==> config.mk <==
export PLATFORM = sky130hd
export DESIGN_NAME = mov_sum_ctrl
export DESIGN_NICKNAME = d
export VERILOG_FILES = /design/src/rtl/mov_sum_pkg.sv /design/src/rtl/mov_sum_dly_ram.sv /design/src/rtl/mov_sum_ctrl.sv
export SDC_FILE = /design/constraint.sdc
export NUM_CORES = 1
export LEC_CHECK = 0
export BUFFER_PORTS_ARGS = -buffer_cell sky130_fd_sc_hd__buf_2
export CORE_MARGIN = 3
export CORE_UTILIZATION = 40
export DETAILED_ROUTE_END_ITERATION = 8
export GPL_TIMING_DRIVEN = 0
export MAX_ROUTING_LAYER = met4
export PLACE_DENSITY_LB_ADDON = 0.3
export REMOVE_ABC_BUFFERS = 1
export SYNTH_ARGS = -nofsm -noshare
export SYNTH_HDL_FRONTEND = slang
export SYNTH_SLANG_ARGS = --single-unit
export TNS_END_PERCENT = 1
==> constraint.sdc <==
create_clock -name clk -period 6.7 [get_ports clk]
set_input_delay 0 -clock clk [delete_from_list [all_inputs] [get_ports clk]]
set_output_delay 0 -clock clk [all_outputs]
set_load 0.03 [all_outputs]
==> src/rtl/mov_sum_pkg.sv <==
// Shared sizing, FSM encoding and window-length clamp for the moving-sum sequencer.
// Pure definitions: no latency, no flow control.
package mov_sum_pkg;

    localparam int DW      = 17;
    localparam int SW      = 24;
    localparam int MAX_WIN = 64;
    localparam int AW      = $clog2(MAX_WIN);

    typedef enum logic [2:0] {
        IDLE,
        CLR,
        FILL,
        RUN,
        DRAIN
    } state_t;

    // Out-of-range requests (0 or above the buffer depth) fall back to the full buffer.
    function automatic logic [AW:0] clamp_win(input logic [AW:0] len);
        if (len == '0 || len > (AW+1)'(MAX_WIN)) begin
            return (AW+1)'(MAX_WIN);
        end
        return len;
    endfunction

endpackage

==> src/rtl/mov_sum_dly_ram.sv <==
// Sample delay line: simple dual-port RAM, registered read, read-before-write on a shared address.
// Read data appears one clock after rd_en; no flow control, contents are never reset.
module mov_sum_dly_ram #(
    parameter int DW    = 17,
    parameter int DEPTH = 64,
    parameter int AW    = 6
) (
    input  logic          clk,
    input  logic          wr_en,
    input  logic [AW-1:0] wr_addr,
    input  logic [DW-1:0] wr_data,
    input  logic          rd_en,
    input  logic [AW-1:0] rd_addr,
    output logic [DW-1:0] rd_data
);

    logic [DW-1:0] mem [DEPTH];

    always_ff @(posedge clk) begin
        if (rd_en) begin
            rd_data <= mem[rd_addr];
        end
        if (wr_en) begin
            mem[wr_addr] <= wr_data;
        end
    end

endmodule

==> src/rtl/mov_sum_ctrl.sv <==
// Sliding-window sequencer: feeds new/leaving sample pairs to an external accumulator.
// Sample-to-sum_valid latency 2 clocks, one sample per clock; s_ready only in FILL/RUN.
module mov_sum_ctrl
    import mov_sum_pkg::*;
(
    input  logic          clk,
    input  logic          rst,
    input  logic          start,
    input  logic          stop,
    input  logic [AW:0]   win_len,
    input  logic          s_valid,
    input  logic [DW-1:0] s_data,
    output logic          s_ready,
    output logic          acc_rst,
    output logic          acc_ena,
    output logic [DW-1:0] acc_a,
    output logic [DW-1:0] acc_a_d,
    input  logic [SW-1:0] acc_sum,
    output logic          sum_valid,
    output logic          sum_full,
    output logic [SW-1:0] sum_out,
    output logic          busy
);

    // The accumulator never sees more than a full window of maximum-magnitude samples.
    localparam longint unsigned PEAK_SUM  = longint'(MAX_WIN) * ((64'd1 << DW) - 64'd1);
    localparam longint unsigned SUM_LIMIT = 64'd1 << (SW - 1);

    if (PEAK_SUM >= SUM_LIMIT) begin : g_sum_bound_check
        $error("mov_sum_ctrl: MAX_WIN full-scale samples overflow an SW-bit sum");
    end

    state_t        state;
    logic [AW:0]   win_q;
    logic [AW:0]   fill_cnt;
    logic [AW-1:0] wr_ptr;
    logic          drain_done;
    logic          run_q;
    logic          full_q;
    logic [DW-1:0] old_data;

    logic          accept;
    logic          fill_last;
    logic          ptr_wrap;

    assign s_ready   = (state == FILL) || (state == RUN);
    assign busy      = (state != IDLE);
    assign acc_rst   = rst || (state == CLR);
    assign accept    = s_valid && s_ready && !stop;
    assign fill_last = (state == FILL) && ((fill_cnt + (AW+1)'(1)) == win_q);
    assign ptr_wrap  = ({1'b0, wr_ptr} == (win_q - (AW+1)'(1)));

    // Buffer contents left over from an earlier window are hidden until the window is primed.
    assign acc_a_d   = run_q ? old_data : '0;

    mov_sum_dly_ram #(
        .DW    (DW),
        .DEPTH (MAX_WIN),
        .AW    (AW)
    ) u_dly_ram (
        .clk     (clk),
        .wr_en   (accept),
        .wr_addr (wr_ptr),
        .wr_data (s_data),
        .rd_en   (accept),
        .rd_addr (wr_ptr),
        .rd_data (old_data)
    );

    always_ff @(posedge clk) begin
        if (rst) begin
            state      <= IDLE;
            win_q      <= '0;
            fill_cnt   <= '0;
            wr_ptr     <= '0;
            drain_done <= 1'b0;
            acc_ena    <= 1'b0;
            acc_a      <= '0;
            run_q      <= 1'b0;
            full_q     <= 1'b0;
            sum_valid  <= 1'b0;
            sum_full   <= 1'b0;
            sum_out    <= '0;
        end else begin
            acc_ena   <= accept;
            run_q     <= accept && (state == RUN);
            full_q    <= accept && ((state == RUN) || fill_last);
            if (accept) begin
                acc_a  <= s_data;
                wr_ptr <= ptr_wrap ? '0 : wr_ptr + AW'(1);
            end

            sum_valid <= acc_ena;
            sum_full  <= full_q;
            if (acc_ena) begin
                sum_out <= acc_sum;
            end

            case (state)
                IDLE: begin
                    if (start) begin
                        state <= CLR;
                        win_q <= clamp_win(win_len);
                    end
                end
                CLR: begin
                    state    <= FILL;
                    wr_ptr   <= '0;
                    fill_cnt <= '0;
                end
                FILL: begin
                    if (stop) begin
                        state      <= DRAIN;
                        drain_done <= 1'b0;
                    end else if (accept) begin
                        fill_cnt <= fill_cnt + (AW+1)'(1);
                        if (fill_last) begin
                            state <= RUN;
                        end
                    end
                end
                RUN: begin
                    if (stop) begin
                        state      <= DRAIN;
                        drain_done <= 1'b0;
                    end
                end
                DRAIN: begin
                    if (drain_done) begin
                        state <= IDLE;
                    end else begin
                        drain_done <= 1'b1;
                    end
                end
                default: state <= IDLE;
            endcase
        end
    end

endmodule

==> impl_metrics.prom <==
# TYPE chip_impl_metric gauge
chip_impl_info{name="setup.worst_path.start",value="wr_ptr[0]"} 1
chip_impl_metric{name="final.min_clock_period",unit="ps"} 4790
chip_impl_metric{name="numCtsBuffers",unit=""} 115
chip_impl_metric{name="fin_skew",unit="ps"} 26.3
chip_impl_metric{name="synthesis.instances",unit=""} 2604
chip_impl_metric{name="post-route-period-util",unit=""} 0.715
chip_impl_info{name="crit_end",value="u_dly_ram.mem[19][16]"} 1
chip_impl_metric{name="detailedRoute.firstPassIterationCount",unit=""} 8
chip_impl_info{name="hold_path.class",value="in -> reg"} 1
chip_impl_metric{name="hold_viol_final",unit=""} 0
chip_impl_metric{name="initial_utilization",unit=""} 0.404
chip_impl_info{name="crit_path_class",value="reg -> reg"} 1
chip_impl_metric{name="synth_top_cell_area_share",unit=""} 0.728
chip_impl_info{name="cts.root.buffer_cell",value="sky130_fd_sc_hd__clkbuf_16"} 1
chip_impl_info{name="rsz0062_at_grt",value="false"} 1
chip_impl_metric{name="report.power.total",unit="mW"} 14.7
chip_impl_metric{name="max_freq",unit="MHz"} 209
chip_impl_metric{name="detail_route.wl_per_cell",unit="um"} 30.7
chip_impl_metric{name="grt_pass1_wl",unit="um"} 190000
chip_impl_metric{name="worst_slew_pin_slew",unit="ps"} 1500
chip_impl_info{name="tritoncts",value="yes"} 1
chip_impl_metric{name="num_rows",unit=""} 123
chip_impl_metric{name="fillCellCount",unit=""} 9271
chip_impl_metric{name="layout-drive-gt1-share",unit=""} 0.219
chip_impl_metric{name="routed_wirelength",unit="um"} 135000
chip_impl_info{name="critical_path.startpoint_type",value="flop"} 1
chip_impl_metric{name="syn-mean-instance-area",unit="um2"} 17.5
chip_impl_metric{name="worst_slew_margin_relative_to_its_limit",unit=""} -0.000491
chip_impl_metric{name="grt_pass1_vias",unit=""} 25900
chip_impl_metric{name="die_width",unit="um"} 344
chip_impl_metric{name="cts-htree-levels",unit=""} 3
chip_impl_metric{name="antenna_violations_before_repair",unit=""} 5
chip_impl_metric{name="num-nets-final",unit=""} 2864
chip_impl_metric{name="cts_sinks",unit=""} 1175
chip_impl_metric{name="crit_fanout",unit=""} 49
chip_impl_info{name="result_of_the_run",value="complete, but fails checks"} 1
chip_impl_info{name="crit-reg2reg-launch",value="wr_ptr[0]"} 1
chip_impl_info{name="worst_setup_path_end_kind",value="flop"} 1
chip_impl_metric{name="drt-initial-drc-count",unit=""} 3738
chip_impl_metric{name="reg2reg_slack",unit="ps"} 1910
chip_impl_metric{name="setup_viol",unit=""} 0
chip_impl_info{name="crit-reg2reg-capture",value="u_dly_ram.mem[19][16]"} 1
chip_impl_metric{name="num_io_pins",unit=""} 117
chip_impl_metric{name="fp.dieH",unit="um"} 344
chip_impl_info{name="synth_top_cells_by_area",value="sky130_fd_sc_hd__edfxtp_1, sky130_fd_sc_hd__mux4_2, sky130_fd_sc_hd__mux2i_1, sky130_fd_sc_hd__dfxtp_1, sky130_fd_sc_hd__a221oi_1"} 1
chip_impl_metric{name="ir_drop",unit="uV"} 205
chip_impl_metric{name="async_reset_ff_frac",unit=""} 0
chip_impl_metric{name="postSynthRegisterBits",unit=""} 1175
chip_impl_metric{name="hpwl",unit="um"} 83100
chip_impl_info{name="synth_flop_cell",value="sky130_fd_sc_hd__edfxtp_1"} 1
chip_impl_metric{name="insertion_delay",unit="ps"} 710
chip_impl_metric{name="globalRouteOverflowTotal",unit=""} 0
chip_impl_metric{name="syn_area",unit="um2"} 45600
chip_impl_metric{name="leakage_power",unit="nW"} 16.7
chip_impl_metric{name="grtUsageTotal",unit=""} 0.233
chip_impl_metric{name="cellPowerDensity",unit="nW/um2"} 276
chip_impl_metric{name="drc_errors",unit=""} 0
chip_impl_metric{name="max_capacitance_violation_count",unit=""} 1
chip_impl_metric{name="areaGrowthSynthToFinish",unit="%"} 17.1
chip_impl_metric{name="final_antenna_net_count",unit=""} 0
chip_impl_metric{name="setup_total_negative_slack",unit="ps"} 0
chip_impl_metric{name="ys_warn_count",unit=""} 0
chip_impl_metric{name="synth_cell_types",unit=""} 72
chip_impl_metric{name="design.die.area",unit="um2"} 118000
chip_impl_metric{name="core-area",unit="um2"} 113000
chip_impl_metric{name="ctsLongestPathBuffers",unit=""} 3
chip_impl_metric{name="hold_ws",unit="ps"} 26.4
chip_impl_metric{name="portBuffers",unit=""} 116
chip_impl_metric{name="path_clk_slew",unit="ps"} 60
chip_impl_metric{name="synth_sequential_area_ratio",unit=""} 0.759
chip_impl_info{name="post-synth-top-area-cell",value="sky130_fd_sc_hd__edfxtp_1"} 1
chip_impl_info{name="failed_checks",value="max-capacitance violations, max-slew violations"} 1
chip_impl_metric{name="report.final.slew_viol_count",unit=""} 1
chip_impl_metric{name="via_count",unit=""} 26600
chip_impl_metric{name="cp_data_required_time",unit="ps"} 7100
chip_impl_metric{name="gp_congestion",unit=""} 0.909
chip_impl_metric{name="ratio_of_routed_vias_to_standard_cells",unit=""} 6.03
chip_impl_metric{name="arrival",unit="ps"} 5190
chip_impl_metric{name="reg2reg_depth",unit=""} 7
chip_impl_metric{name="synth_edf_count",unit=""} 1105
chip_impl_metric{name="grt_start_max_net_pins",unit=""} 66
synth_stat cells (all sizes together) (4+ instances only):
cell type  count
buf          101
nand3b         7
inv            6
and2          21
a21oi        115
xnor2         15
a222oi         6
nor3          19
xor2           6
edfxtp      1105
o21ai         74
a22o          15
a221oi       108
nand3         18
nand4          8
and3           8
dfxtp         70
a221o         10
nor2         186
or3            4
nor3b         13
a22oi         65
mux4         104
or2            4
or4            5
o22ai         35
a32oi          4
mux2i        152
clkbuf        64
nor2b         12
o221ai         4
o22a           4
mux2          67
a31oi         10
nand2        113
area by class of cell:
type | count | area [um2] | share of cell area
sequential | 1175 | 34600 | 0.648
timing repair buffer | 252 | 2900 | 0.0543
tap | 1500 | 1880 | 0.0352
inverter | 6 | 30.0 | 0.000563
antenna | 2 | 5.00 | 0.0000938
clock inverter | 67 | 539 | 0.0101
multi-input combinational | 1258 | 10400 | 0.194
clock buffer | 149 | 3070 | 0.0575
where the power goes:
part           internal [mW]  switching [mW]  leakage [nW]
Sequential              8.04          0.0207          10.5
Combinational          0.122           0.310          4.46
Clock                   3.49            2.73          1.75
worst min path at each step:
stage                      from  slack (ps)           to  depth (start not counted)
finish                      rst          30  fill_cnt[0]                          2
global route                rst          60  fill_cnt[0]                          2
CTS                         rst           1   sum_out[6]                          2
detailed placement   acc_sum[8]         250   sum_out[8]                          3
global placement    acc_sum[19]         240  sum_out[19]                          3
floorplan                   rst          70     acc_a[0]                          1
cell families (layout without fill, tap and decap cells):
family                     count (synthesis)  in the layout  synth area share
DFF                                     1175           1175             0.759
AOI/OAI and AO/OA                        473            473            0.0715
and+or+nand+nor                          438            438            0.0445
muxes                                    323            323             0.101
buffers and inverters                    171            474            0.0188
xor gates and xnor gates                  21             21           0.00404
adders and majority gates                  3              3          0.000824
other                                      0              2                 0
sequential cells by signal (all words and copies together) (netlist names):
name	cells
wr_ptr	6
sum_valid	1
drain_done	1
acc_a	17
sum_full	1
win_q	7
run_q	1
u_dly_ram.rd_data	17
acc_ena	1
u_dly_ram.mem	1088
fill_cnt	7
sum_out	24
state	3
full_q	1
metal layers:
metal / global-route usage / wire length (um) / vias to the layer above
li1: - / - / 10900
met4: 0.0871 / 5610 / 0
met2: 0.352 / 62300 / 1632
met3: 0.0532 / 14300 / 297
met1: 0.310 / 53000 / 13700
met5: - / 0 / -
critical path: stages, from the launching register on:
cell and delay (ps):
sky130_fd_sc_hd__dfxtp_4 770, sky130_fd_sc_hd__buf_16 320, sky130_fd_sc_hd__buf_16 270, sky130_fd_sc_hd__buf_16 300
sky130_fd_sc_hd__and2_4 820, sky130_fd_sc_hd__nand2_1 790, sky130_fd_sc_hd__nor2_2 820, sky130_fd_sc_hd__buf_8 240
layout by cell type, fill, tap and decap left out, types with 47 or more instances in the layout:
cell type and count:
sky130_fd_sc_hd__a21oi_1 115, sky130_fd_sc_hd__mux2i_1 152, sky130_fd_sc_hd__buf_2 110, sky130_fd_sc_hd__mux4_2 104, sky130_fd_sc_hd__nor2_2 65, sky130_fd_sc_hd__mux2_2 66
sky130_fd_sc_hd__edfxtp_1 1105, sky130_fd_sc_hd__o21ai_0 71, sky130_fd_sc_hd__clkbuf_16 115, sky130_fd_sc_hd__nand2_1 113, sky130_fd_sc_hd__a22oi_1 65, sky130_fd_sc_hd__a221oi_1 107
sky130_fd_sc_hd__nor2_1 118, sky130_fd_sc_hd__dfxtp_1 67, sky130_fd_sc_hd__buf_8 47
what timing repair did:
action / 4_1_cts / 5_1_grt
hold endpoints to repair: 35 / 267
gates resized for setup: 0 / 0
hold buffers: 36 / 7
setup endpoints to repair: 0 / 0
setup buffers: 0 / 0
metrics by stage:
step                      cell area [um2]  setup WS [ps]  instances   util
final                               53400           1910       4409  0.473
after detailed placement            49300           2030       4146  0.437
after floorplan                     44700          -4000       2439      -
after global routing                53400           1820       4409  0.473
after global placement              47200         -18730       4055  0.418
after CTS                           53300           2000       4398  0.472
(Power assumes the default switching activity.)
